**src/rtl/alu_arb.sv**
```systemverilog
// alu_arb: two-requester front end for one shared combinational ALU.
//
// A round-robin arbiter grants one requester while idle. The granted operands
// and opcode are registered and sent to the external ALU for one cycle. The
// ALU result is then registered and returned to the requester that owns the
// operation, and held until that requester takes it. Only one operation is in
// flight at a time.
//
// Ports
//   clk, rst_n                     clock, synchronous active-low reset
//   reqN_valid/ready/a/b/op        request channel of requester N (N = 0, 1)
//   rspN_valid/ready/data          response channel of requester N
//   alu_a, alu_b, alu_op           registered operands/opcode to the shared ALU
//   alu_o                          combinational ALU result
//   busy                           high while an operation is in flight
module alu_arb #(
  parameter int DATA_W = 32,
  parameter int OP_W   = 4
) (
  input  logic              clk,
  input  logic              rst_n,
  input  logic              req0_valid,
  output logic              req0_ready,
  input  logic [DATA_W-1:0] req0_a,
  input  logic [DATA_W-1:0] req0_b,
  input  logic [OP_W-1:0]   req0_op,
  input  logic              req1_valid,
  output logic              req1_ready,
  input  logic [DATA_W-1:0] req1_a,
  input  logic [DATA_W-1:0] req1_b,
  input  logic [OP_W-1:0]   req1_op,
  output logic              rsp0_valid,
  input  logic              rsp0_ready,
  output logic [DATA_W-1:0] rsp0_data,
  output logic              rsp1_valid,
  input  logic              rsp1_ready,
  output logic [DATA_W-1:0] rsp1_data,
  output logic [DATA_W-1:0] alu_a,
  output logic [DATA_W-1:0] alu_b,
  output logic [OP_W-1:0]   alu_op,
  input  logic [DATA_W-1:0] alu_o,
  output logic              busy
);

  localparam logic [1:0] IDLE = 2'd0;
  localparam logic [1:0] EXEC = 2'd1;
  localparam logic [1:0] RESP = 2'd2;

  logic [1:0]        state_reg, state_next;
  logic              owner_reg;   // requester that owns the in-flight operation
  logic              last_reg;    // requester granted most recently
  logic [DATA_W-1:0] a_reg, b_reg, result_reg;
  logic [OP_W-1:0]   op_reg;

  logic [1:0] req_valid;
  logic [1:0] rsp_ready;
  logic [1:0] grant;
  logic [1:0] rsp_valid;

  assign req_valid = {req1_valid, req0_valid};
  assign rsp_ready = {rsp1_ready, rsp0_ready};

  // Grant only while idle and out of reset. A tie goes to the requester that
  // was not served last, so two requesters held valid alternate.
  always_comb begin
    grant = 2'b00;
    if (rst_n && (state_reg == IDLE)) begin
      if (req_valid == 2'b11) begin
        grant = last_reg ? 2'b01 : 2'b10;
      end else begin
        grant = req_valid;
      end
    end
  end

  // Response valid goes only to the owner. Gating with rst_n keeps it low for
  // the whole reset interval, including before the first reset edge.
  for (genvar gi = 0; gi < 2; gi++) begin : g_rsp
    assign rsp_valid[gi] = rst_n && (state_reg == RESP) && (owner_reg == 1'(gi));
  end

  assign req0_ready = grant[0];
  assign req1_ready = grant[1];
  assign rsp0_valid = rsp_valid[0];
  assign rsp1_valid = rsp_valid[1];
  assign rsp0_data  = result_reg;
  assign rsp1_data  = result_reg;
  assign alu_a      = a_reg;
  assign alu_b      = b_reg;
  assign alu_op     = op_reg;
  assign busy       = rst_n && (state_reg != IDLE);

  always_comb begin
    state_next = state_reg;
    case (state_reg)
      IDLE:    if (grant != 2'b00) state_next = EXEC;
      EXEC:    state_next = RESP;
      // rsp_ready from the non-owner has no effect here.
      RESP:    if (rsp_ready[owner_reg]) state_next = IDLE;
      default: state_next = IDLE;
    endcase
  end

  always_ff @(posedge clk) begin
    if (!rst_n) begin
      state_reg  <= IDLE;
      owner_reg  <= 1'b0;
      last_reg   <= 1'b1;   // requester 0 wins the first tie
      a_reg      <= '0;
      b_reg      <= '0;
      op_reg     <= '0;
      result_reg <= '0;
    end else begin
      state_reg <= state_next;
      // grant is non-zero only in IDLE, and a grant implies valid, so this is
      // exactly the accept handshake.
      if (grant != 2'b00) begin
        a_reg     <= grant[1] ? req1_a  : req0_a;
        b_reg     <= grant[1] ? req1_b  : req0_b;
        op_reg    <= grant[1] ? req1_op : req0_op;
        owner_reg <= grant[1];
        last_reg  <= grant[1];
      end
      if (state_reg == EXEC) begin
        result_reg <= alu_o;
      end
    end
  end

endmodule
```
**config.mk**
```make
export PLATFORM = sky130hd
export DESIGN_NAME = alu_arb
export DESIGN_NICKNAME = d
export VERILOG_FILES = /design/src/rtl/alu_arb.sv
export SDC_FILE = /design/constraint.sdc
export NUM_CORES = 1
export LEC_CHECK = 0
export BUFFER_PORTS_ARGS = -buffer_cell sky130_fd_sc_hd__buf_2
export CAP_MARGIN = 20
export CORE_AREA = 2 2 119 121
export CTS_CLUSTER_DIAMETER = 50
export DETAILED_ROUTE_END_ITERATION = 12
export DIE_AREA = 0 0 121 123
export PLACE_DENSITY = 0.76
export SLEW_MARGIN = 40
export SYNTH_ARGS = -nofsm -noshare
export SYNTH_HDL_FRONTEND = slang
export SYNTH_SLANG_ARGS = --single-unit
```
**constraint.sdc**
```tcl
create_clock -name clk -period 1.3 [get_ports clk]
set_input_delay 0.13 -clock clk [delete_from_list [all_inputs] [get_ports clk]]
set_output_delay 0.13 -clock clk [all_outputs]
set_load 0.02 [all_outputs]
```
==> Yosys cells after proc, flatten, opt, wreduce, memory -nomap -nowiden <==
Cells that the tools add are included.
{ "word_totals": {"reg_bits": 104, "inputBits": 174, "out_inout_bits": 137, "word_cells": 34} }
{ "classes": {"order_cmp": 1, "eq_ne": 5, "n_mux": 11, "bitwise": 1, "n_reduce_logical": 9} }
{ "op_table": {"columns": ["op", "count"], "rows": [
  ["$mux 32", 2],
  ["$mux 2", 5],
  ["$pmux 2 s3", 1],
  ["$logic_and 1x1->1", 5],
  ["$eq 2x2->1 const B", 2],
  ["$mux 4", 1],
  ["$ne 2x1->1 const B", 2],
  ["$reduce_bool 2->1", 2],
  ["$eq 2x1->1 const B", 1],
  ["$logic_not 2->1", 1],
  ["$lt 1x2->1 const B", 1],
  ["$mux 1", 2],
  ["$reduce_and 2->1", 1],
  ["$not 1->1", 1]
]} }

==> Logic depth before layout (Yosys ltp) <==
Gate-level depths: netlist of the first run.
{ "depth": {"ltp_word": 6, "ltp_mapped": 7, "ltp_nobuf": 3} }

==> Worst setup path after synthesis of the first run <==
OpenSTA, ideal clock, no wires.
{ "synth_timing": {"path_kind": "register to register", "from": "reg state_reg[1]", "to": "reg last_reg", "setup_time_ns": 0.139, "arrival_ns": 1.469, "required_ns": 1.161, "slack_ns": -0.308, "path_stages_with_launch": 6, "n_path_buf": 2, "synth_period_minus_slack_ns": 1.608, "path_cell_list": "dfxtp_1 or3b_1 buf_2 buf_6 a211oi_2 o211ai_1"} }
{ "synth_via": {"elab_chain_len": 4} }
{ "synth_lines": {"columns": ["element", "line", "source"], "rows": [
  ["start, declared", "49", "logic [1:0] state_reg, state_next;"],
  ["start signal, assigned", "114", "state_reg <= state_next;"],
  ["$logic_not 2->1", "67", "if (rst_n && (state_reg == IDLE)) begin"],
  ["$logic_and 1x1->1", "67", null],
  ["$mux 2", "67", null],
  ["via req0_ready", "23", "output logic req0_ready,"],
  ["$reduce_bool 2->1", "117", "if (grant != 2'b00) begin"],
  ["end signal, assigned", "122", "last_reg <= grant[1];"],
  ["end, declared", "51", "logic last_reg;"]
]} }
The timed path passes the listed nets, and every way through them passes these cells.
A chain may end at the register's enable or synchronous reset.

==> Worst setup path after layout of the first run <==
{ "layout_timing": {"from": "reg state_reg[0]", "to": "out req0_ready"} }
{ "layout_via": {"elab_chain_len": 3} }
{ "layout_lines": {"columns": ["element", "line"], "rows": [
  ["$logic_not 2->1", "67"],
  ["$logic_and 1x1->1", "67"],
  ["$mux 2", "67"],
  ["end, declared", "23"]
]} }
No other way between the ends.

==> impl_metrics.json, run 1 <==
{
  "crit_chain": "or3b_4, a211oi_4, buf_6",
  "fin_ws_ps": -285.6,
  "seq_area_frac_synth_pct": 42.44,
  "cp-end-kind": "output port",
  "synth_top_family_by_area": "compound AO/OA/AOI/OAI gates",
  "wl_per_cell_um": 17.15,
  "cts-htree-levels": 3,
  "whs_ps": 22.36,
  "synth_top_cell_area_share_pct": 42.44,
  "antenna_left": 0,
  "rows": 43,
  "yosysMostFrequentCell": "dfxtp_1",
  "async_reset_ff_share_pct": 0,
  "fin_crit_ps": 1586,
  "reg2reg_from": "state_reg[0]$_SDFFE_PN0P_",
  "cts.sinks": 104,
  "synth_compound_area_share_pct": 31.80,
  "drv_slew": 0,
  "syn-cell-area_sq_um": 4906,
  "synth_edf_count": 0,
  "power-per-cell-area_nw_per_um2": 1205,
  "setup_viol": 74,
  "synth_area_leaders": "dfxtp_1, a311oi_1, a21oi_1, o21ai_1, nand3_1",
  "hold_path.class": "in -> reg",
  "fmax_mhz": 630.7,
  "hold_viol_final": 0,
  "avgViaCountPerCell": 5.421,
  "antenna_found_initial": 0,
  "yosysTopAreaCell": "dfxtp_1",
  "fin_tns_setup_ps": -17310,
  "critPathTopFamily": "simple AND/OR/NAND/NOR gates",
  "ios": 311,
  "grt_overflow": 0,
  "yosys.area_share.adder_pct": 0,
  "gr-usage-all-layers_pct": 22.42,
  "cp_max_fo": 4,
  "ys_ff_latch": 104,
  "p_leak_nw": 3.409,
  "cp.arrival_ps": 1460,
  "p_sw_mw": 2.992,
  "io_buffer_count": 310,
  "violations": "negative setup slack",
  "synth_common_cells": "dfxtp_1, a21oi_1, o21ai_1",
  "status": "complete, but fails checks",
  "switching_share_pct": 32.33,
  "core_area_sq_um": 13610,
  "root_buffer": "clkbuf_16",
  "grt_pass1_wl_mm": 26.68,
  "start_kind": "register",
  "netlist_instances": 600,
  "grt_pass1_vias": 5366,
  "crit_path_start": "state_reg[0]$_SDFFE_PN0P_",
  "grtUsageMet3_pct": 5.996,
  "cts_made_buffers": 9,
  "drtIter0Drc": 402,
  "route.detailed.drc": 0,
  "clk_path_buf_depth": 2,
  "critPathMaxStageDelay_ps": 420,
  "yosysWarnings": 0,
  "die_h_um": 123,
  "drive_above_1_share_pct": 51.73,
  "hpwl_mm": 12.46,
  "max_slew_margin_pct": 70.04,
  "grt_util_met1_pct": 26.21,
  "ctsHoldBuffers": 0,
  "grt_max_degree": 44,
  "ir_worst_vdd_uv": 711.1,
  "gp_congestion": 0.8941,
  "synth.distinct_cells": 27,
  "p_int_mw": 6.261,
  "rsz0062_at_grt": "true",
  "start_util_pct": 36.04,
  "combPwrFrac_pct": 32.1,
  "fill_cells": 1211,
  "p_seq_share_pct": 39.5,
  "worstHoldStart": "alu_o[2]",
  "critPathBufInv": 1,
  "p_clk_share_pct": 28.4,
  "cts_tree": "done",
  "layout_worst_path_cycle_share_pct": 122.0,
  "critPathKind": "reg -> out",
  "die_x_um": 121,
  "num_vias": 5833,
  "dieArea_sq_um": 14880,
  "clock_skew_ps": 7.615,
  "grt.busiest_layer": "met2",
  "synth_xor_area_share_pct": 0,
  "synth.avg_cell_area_sq_um": 8.177,
  "path_clk_slew_ps": 70,
  "wl_mm": 18.45,
  "firstDrtPassIters": 6,
  "insertion_delay_ps": 330,
  "fin_util_pct": 56.43,
  "worstPathRequired_ps": 1170,
  "synth_mux_area_share_pct": 0,
  "syn_nets": 774,
  "cpMaxStageDelayCell": "or3b_4",
  "cap_violations": 0,
  "met2_usage_pct": 38.94,
  "yosys_most_used_dff": "dfxtp_1",
  "nets": 1066,
  "synth-simple-area-share_pct": 13.57,
  "syn2layout_area_growth_pct": 56.57,
  "tightest_slew_ps": 449.4
}
==> worst register-to-register path, stage by stage, from the launching register on <==
cell and delay [ps]:
dfxtp_2 340, or3b_4 420, buf_6 150, bufbuf_16 300
o21ai_2 150, a311oi_1 90
==> per-stage QoR <==
stage / total power, mW / instance area (sq um) / worst slack (ps) / instances
detailed placement: 6.252 / 6741 / -265.0 / 1039
global route: 9.694 / 7679 / -348.2 / 1075
CTS: 9.070 / 7286 / -349.2 / 1065
global placement: 6.217 / 6741 / -232.8 / 1039
finish: 9.252 / 7681 / -285.6 / 1076
floorplan: 5.253 / 4979 / -197.8 / 600
==> repair_timing <==
item	4_1_cts	5_1_grt
endpoints found under the setup margin	75	76
setup buffers	9	5
gates cloned	3	8
pin swaps	5	24
gates resized for setup	22	49
==> logic make-up after synthesis <==
logic type      after synthesis
flops                       104
buf+inv                     107
compound gates              243
simple gates                146
==> power groups by stage <==
stage	logic (mW)	clock network, mW	registers, mW
final	2.97	2.62	3.65
after CTS	2.73	2.70	3.65
after floorplan	1.21	0	4.04
after global placement	2.51	0	3.71
after detailed placement	2.54	0	3.71
after global routing	3.18	2.83	3.68
==> path summary, 6_finish.rpt <==
path | end | depth (start not counted) | slack [ps]
min reg2reg | rsp0_data[21]$_SDFFE_PN0N_ | 2 | 460
max reg2reg | alu_a[28]$_SDFFE_PN0P_ | 5 | -280
min | rsp0_data[2]$_SDFFE_PN0N_ | 3 | 20
max | req0_ready | 3 | -290
==> cell usage in the layout, fill, tap and decap left out, types with 4 or more instances in the layout <==
cell type | Yosys | layout
nand3_2 | 0 | 7
nand2_1 | 66 | 65
buf_8 | 0 | 4
buf_12 | 0 | 20
nand3_1 | 68 | 61
buf_6 | 5 | 11
o21ai_2 | 0 | 22
a21oi_2 | 0 | 5
buf_2 | 25 | 305
a21oi_1 | 100 | 94
a311oi_1 | 58 | 52
a311oi_2 | 10 | 16
clkbuf_16 | 0 | 16
o21ai_1 | 69 | 46
dfxtp_1 | 104 | 102
buf_4 | 34 | 35
==> layer usage <==
metal  vias up  routed length [um]  share of wire, %
li1       2771                   -                 -
met3        39                1579               8.6
met1      2727                7070                38
met2       296                9292                50
met4         0                 506               2.7
met5         -                   0                 0
==> final cells by class <==
class / instances / area [sq um] / area share, %
Timing Repair Buffer: 384 / 2609 / 33.96
Multi-Input combinational cell: 389 / 2464 / 32.07
Sequential cell: 104 / 2087 / 27.17
Clock buffer: 11 / 232.7 / 3.030
Tap cell: 180 / 225.2 / 2.932
Clock inverter: 3 / 45.04 / 0.5864
Inverter: 4 / 16.27 / 0.2118
Antenna cell: 1 / 2.502 / 0.03258
(Power assumes the default switching activity.)
==> run 2: changes to the inputs <==
--- a/config.mk
+++ b/config.mk
@@ -12,6 +12,7 @@
 export DETAILED_ROUTE_END_ITERATION = 12
 export DIE_AREA = 0 0 121 123
 export PLACE_DENSITY = 0.76
+export SETUP_SLACK_MARGIN = 0.05
 export SLEW_MARGIN = 40
 export SYNTH_ARGS = -nofsm -noshare
 export SYNTH_HDL_FRONTEND = slang
==> impl_metrics.json, run 2 (same netlist as run 1, synthesis figures left out) <==
{
  "wl_mm": 20.30,
  "grt_overflow": 0,
  "gp_congestion": 0.8183,
  "core_area_sq_um": 13610,
  "layout_common_cells": "buf_2, dfxtp_1, a21oi_1",
  "wl_met3_mm": 1.630,
  "grt_pass1_vias": 5525,
  "met1Wirelength_mm": 7.443,
  "power_mw": 9.942,
  "die_x_um": 121,
  "grt_max_degree": 42,
  "layout_worst_path_cycle_share_pct": 129.1,
  "pre_cts_ws_ps": -224.5,
  "ir_worst_vdd_uv": 646.2,
  "cts-htree-levels": 3,
  "violations": "negative setup slack",
  "io_buffer_count": 310,
  "dpl.cell_count": 1025,
  "antenna_found_initial": 1,
  "insertion_delay_ps": 340,
  "cts_tree": "done",
  "rows": 43,
  "clock_skew_ps": 8.855,
  "hold_path.class": "in -> reg",
  "cpMaxStageDelayCell": "dfxtp_2",
  "cp.arrival_ps": 1890,
  "syn2layout_area_growth_pct": 69.91,
  "drtIter0Drc": 331,
  "top_layer_used": "met4",
  "fin_cells": 1081,
  "firstDrtPassIters": 5,
  "cts.sinks": 104,
  "setup_viol": 100,
  "worstPathRequired_ps": 1520,
  "path_clk_slew_ps": 70,
  "nets": 1071,
  "tightest_slew_ps": 318.5,
  "root_buffer": "clkbuf_16",
  "clk_path_buf_depth": 2,
  "p_leak_nw": 3.748,
  "cap_violations": 0,
  "num_vias": 5990,
  "drive_above_1_share_pct": 58.11,
  "cts_made_buffers": 9,
  "dieArea_sq_um": 14880,
  "grt_pass1_wl_mm": 28.57,
  "critPathMaxStageDelay_ps": 340,
  "dr_wl_met2_mm": 10.47,
  "wl_per_cell_um": 18.77,
  "start_kind": "register",
  "fin_util_pct": 61.24,
  "avgViaCountPerCell": 5.541,
  "gr-usage-all-layers_pct": 24.72,
  "status": "complete, but fails checks",
  "fmax_mhz": 596.0,
  "die_h_um": 123,
  "ios": 311,
  "max_slew_margin_pct": 78.72,
  "start_util_pct": 36.04,
  "cp-end-kind": "register",
  "cp_max_fo": 8,
  "critPathKind": "reg -> reg",
  "antenna_left": 0,
  "hpwl_mm": 11.83,
  "drv_slew": 0,
  "hold_viol_final": 0,
  "critical_path.most_common_cell": "buf_12",
  "power-per-cell-area_nw_per_um2": 1193,
  "mostFrequentLayoutCell": "buf_2",
  "crit_chain": "nor3b_4, buf_12, buf_12, and2_4, buf_4, bufbuf_16, a311oi_2",
  "fin_ws_ps": -377.9,
  "route.detailed.drc": 0,
  "rsz0062_at_grt": "true",
  "fin_crit_ps": 1678
}
-- run 2: power breakdown --
part	switching, mW	leakage [nW]	internal, mW	total [mW]
Sequential	0.174	0.857	3.48	3.65
Combinational	1.87	2.74	1.56	3.43
Clock	1.15	0.154	1.71	2.87
Total	3.20	3.75	6.75	9.94
-- run 2: per-stage QoR --
step	hold slack (ps)	instance area (sq um)	TNS (ps)
2_1_floorplan	218.9	4981	-4349
3_3_place_gp	370.5	6624	-11970
3_5_place_dp	375.0	6624	-13950
4_1_cts	0.6606	7820	-21030
5_1_grt	13.23	8335	-28870
6_report	25.58	8335	-22610
-- run 2: layer usage --
metal  global-route usage [%]  vias up
li1                         -     2777
met1                    27.87     2817
met2                    44.10      343
met3                    5.535       53
met4                    11.99        0
met5                        0        -
-- run 2: path summary, 6_finish.rpt --
kind	start	to	slack (ps)	depth (start not counted)
hold reg to reg	rsp0_data[8]$_SDFFE_PN0N_	rsp0_data[8]$_SDFFE_PN0N_	470	2
hold / removal	alu_o[28]	rsp0_data[28]$_SDFFE_PN0N_	30	3
setup / recovery	state_reg[1]$_SDFFE_PN0P_	alu_b[22]$_SDFFE_PN0P_	-380	7
setup reg to reg	state_reg[1]$_SDFFE_PN0P_	alu_b[22]$_SDFFE_PN0P_	-380	7
-- run 2: layout make-up --
class                   count  area [sq um]
inverters                   4         16.27
well taps                 180         225.2
clock inverters             4         70.07
multi-input cells         389          2780
fillers                  1115          5276
diodes                      1         2.502
repair buffers            389          2915
clock buffers              10         239.0
flip-flops and latches    104          2087
-- run 2: timing repair --
item,4_1_cts,5_1_grt
gates resized for setup,67,103
hold buffers,0,0
buffers inserted,20,4
cloned,16,5
setup endpoints to repair,76,109
pin swaps,28,62
-- run 2: critical path, delay by kind of cell (launching register included) --
family                 cells  cell delay, ps
AO/OA/AOI/OAI              1             110
buffers and inverters      4             700
flip-flops                 1             340
AND/OR/NAND/NOR            2             410
==> run 3: changes to the inputs <==
==> constraint.sdc (replaced) <==
create_clock -name clk -period 1.54 [get_ports clk]
set_input_delay 0.154 -clock clk [delete_from_list [all_inputs] [get_ports clk]]
set_output_delay 0.154 -clock clk [all_outputs]
set_load 0.02 [all_outputs]
==> impl_metrics.json, run 3 (same netlist as run 1, synthesis figures left out) <==
{
  "grt_pass1_vias": 5393,
  "wl_met3_mm": 1.656,
  "p_leak_nw": 3.459,
  "worstPathRequired_ps": 1390,
  "gp_congestion": 0.8453,
  "multi_input_area_sq_um": 2479,
  "p_sw_mw": 2.670,
  "antenna_left": 0,
  "fin_cells": 1071,
  "clk_path_buf_depth": 2,
  "combPwrFrac_pct": 32.8,
  "num_vias": 5853,
  "rows": 43,
  "io_buffer_count": 310,
  "nets": 1060,
  "dpl.cell_count": 1014,
  "critPathKind": "reg -> out",
  "layout_common_cells": "buf_2, dfxtp_1, a21oi_1",
  "met1Wirelength_mm": 7.654,
  "start_util_pct": 36.04,
  "r2r_setup_slack_ps": -60,
  "switching_share_pct": 32.74,
  "grt_overflow": 0,
  "power_mw": 8.155,
  "insertion_delay_ps": 340,
  "gr-usage-all-layers_pct": 24.08,
  "diodes": 0,
  "wl_mm": 19.41,
  "ir_worst_vdd_uv": 691.2,
  "worstHoldStart": "alu_o[18]",
  "register_area_sq_um": 2085,
  "layout_worst_path_cycle_share_pct": 104.7,
  "cp-end-kind": "output port",
  "fill_cells": 1206,
  "grt_max_degree": 62,
  "tightest_slew_ps": 372.2,
  "cp_max_fo": 2,
  "hpwl_mm": 11.25,
  "mostFrequentLayoutCell": "buf_2",
  "root_buffer": "clkbuf_16",
  "hold_viol_final": 0,
  "violations": "negative setup slack",
  "fmax_mhz": 620.3,
  "path_clk_slew_ps": 70,
  "power-per-cell-area_nw_per_um2": 1036,
  "wl_per_cell_um": 18.13,
  "avgViaCountPerCell": 5.465,
  "fin_ws_ps": -72.23,
  "fin_crit_ps": 1612,
  "drtIter0Drc": 359,
  "core_area_sq_um": 13610,
  "max_slew_margin_pct": 75.19,
  "clock_skew_ps": 5.155,
  "ios": 311,
  "ctsHoldBuffers": 0,
  "start_kind": "register",
  "route.detailed.drc": 0,
  "p_clk_share_pct": 29.5,
  "dieArea_sq_um": 14880,
  "dr_wl_met2_mm": 9.526,
  "status": "complete, but fails checks",
  "hold_path.class": "in -> reg",
  "cts.sinks": 104,
  "p_int_mw": 5.486,
  "crit_path_start": "state_reg[0]$_SDFFE_PN0P_",
  "p_seq_share_pct": 37.7,
  "fin_util_pct": 57.85,
  "top_layer_used": "met4",
  "firstDrtPassIters": 4,
  "setup_viol": 34,
  "cap_violations": 0,
  "reg2reg_from": "state_reg[0]$_SDFFE_PN0P_",
  "antenna_found_initial": 0,
  "die_x_um": 121,
  "die_h_um": 123,
  "dpl_cell_area_sq_um": 6477,
  "pre_cts_ws_ps": -37.00,
  "drv_slew": 0,
  "cts-htree-levels": 3,
  "cts_made_buffers": 9,
  "cts_tree": "done",
  "cp.arrival_ps": 1460,
  "drive_above_1_share_pct": 51.18,
  "stdcell_area_sq_um": 7874,
  "grt_pass1_wl_mm": 28.12,
  "syn2layout_area_growth_pct": 60.49,
  "rsz0062_at_grt": "true"
}
[run 3: cell types whose count changed in the layout (fill, tap and decap cells not counted), sizes merged]
cell	delta
clkinvlp	+2
buf	-11
bufbuf	-2
clkbuf	+3
diode	-1
bufinv	-1
[run 3: metrics by stage]
| step | setup TNS [ps] | hold WS, ps |
|---|---|---|
| after global placement | 0 | 395.4 |
| final | -562.1 | 39.99 |
| after CTS | -4103 | 26.13 |
| after floorplan | 0 | 242.9 |
| after global routing | -5929 | 34.71 |
| after detailed placement | -37.00 | 397.9 |
[run 3: repair_timing]
item / 4_1_cts / 5_1_grt
resized for setup: 39 / 54
pin swaps: 51 / 41
setup buffers: 19 / 5
endpoints found under the setup margin: 66 / 72
cloned: 18 / 6
[run 3: power by group through the flow]
stage,Combinational [mW],Sequential [mW],Clock (mW)
after CTS,2.58,3.07,2.43
final,2.68,3.07,2.41
after global routing,2.84,3.10,2.56
after detailed placement,2.03,3.12,0
after global placement,2.02,3.12,0
after floorplan,0.996,3.41,0
[run 3: cell type report]
class                   count  area share (%)
clock buffers              11           3.210
flip-flops and latches    104           26.47
multi-input cells         389           31.48
repair buffers            378           35.07
well taps                 180           2.860
clock inverters             5          0.6992
inverters                   4          0.2066
[run 3: worst paths after layout]
| kind | to | cells after the start |
|---|---|---|
| setup reg to reg | alu_a[5]$_SDFFE_PN0P_ | 7 |
| setup / recovery | req0_ready | 3 |
| hold reg to reg | rsp0_data[25]$_SDFFE_PN0N_ | 2 |
| hold / removal | rsp0_data[18]$_SDFFE_PN0N_ | 3 |
[run 3: worst max-delay path, cell delays in order, from the launching register on]
cell,delay [ps]
dfxtp_2,320
or3b_4,400
a211oi_4,220
buf_6,160
[run 3: metal layers]
| layer | up-vias | GRT usage (%) |
|---|---|---|
| li1 | 2757 | - |
| met1 | 2709 | 29.20 |
| met2 | 343 | 41.19 |
| met3 | 44 | 4.613 |
| met4 | 0 | 11.41 |
| met5 | - | 0 |
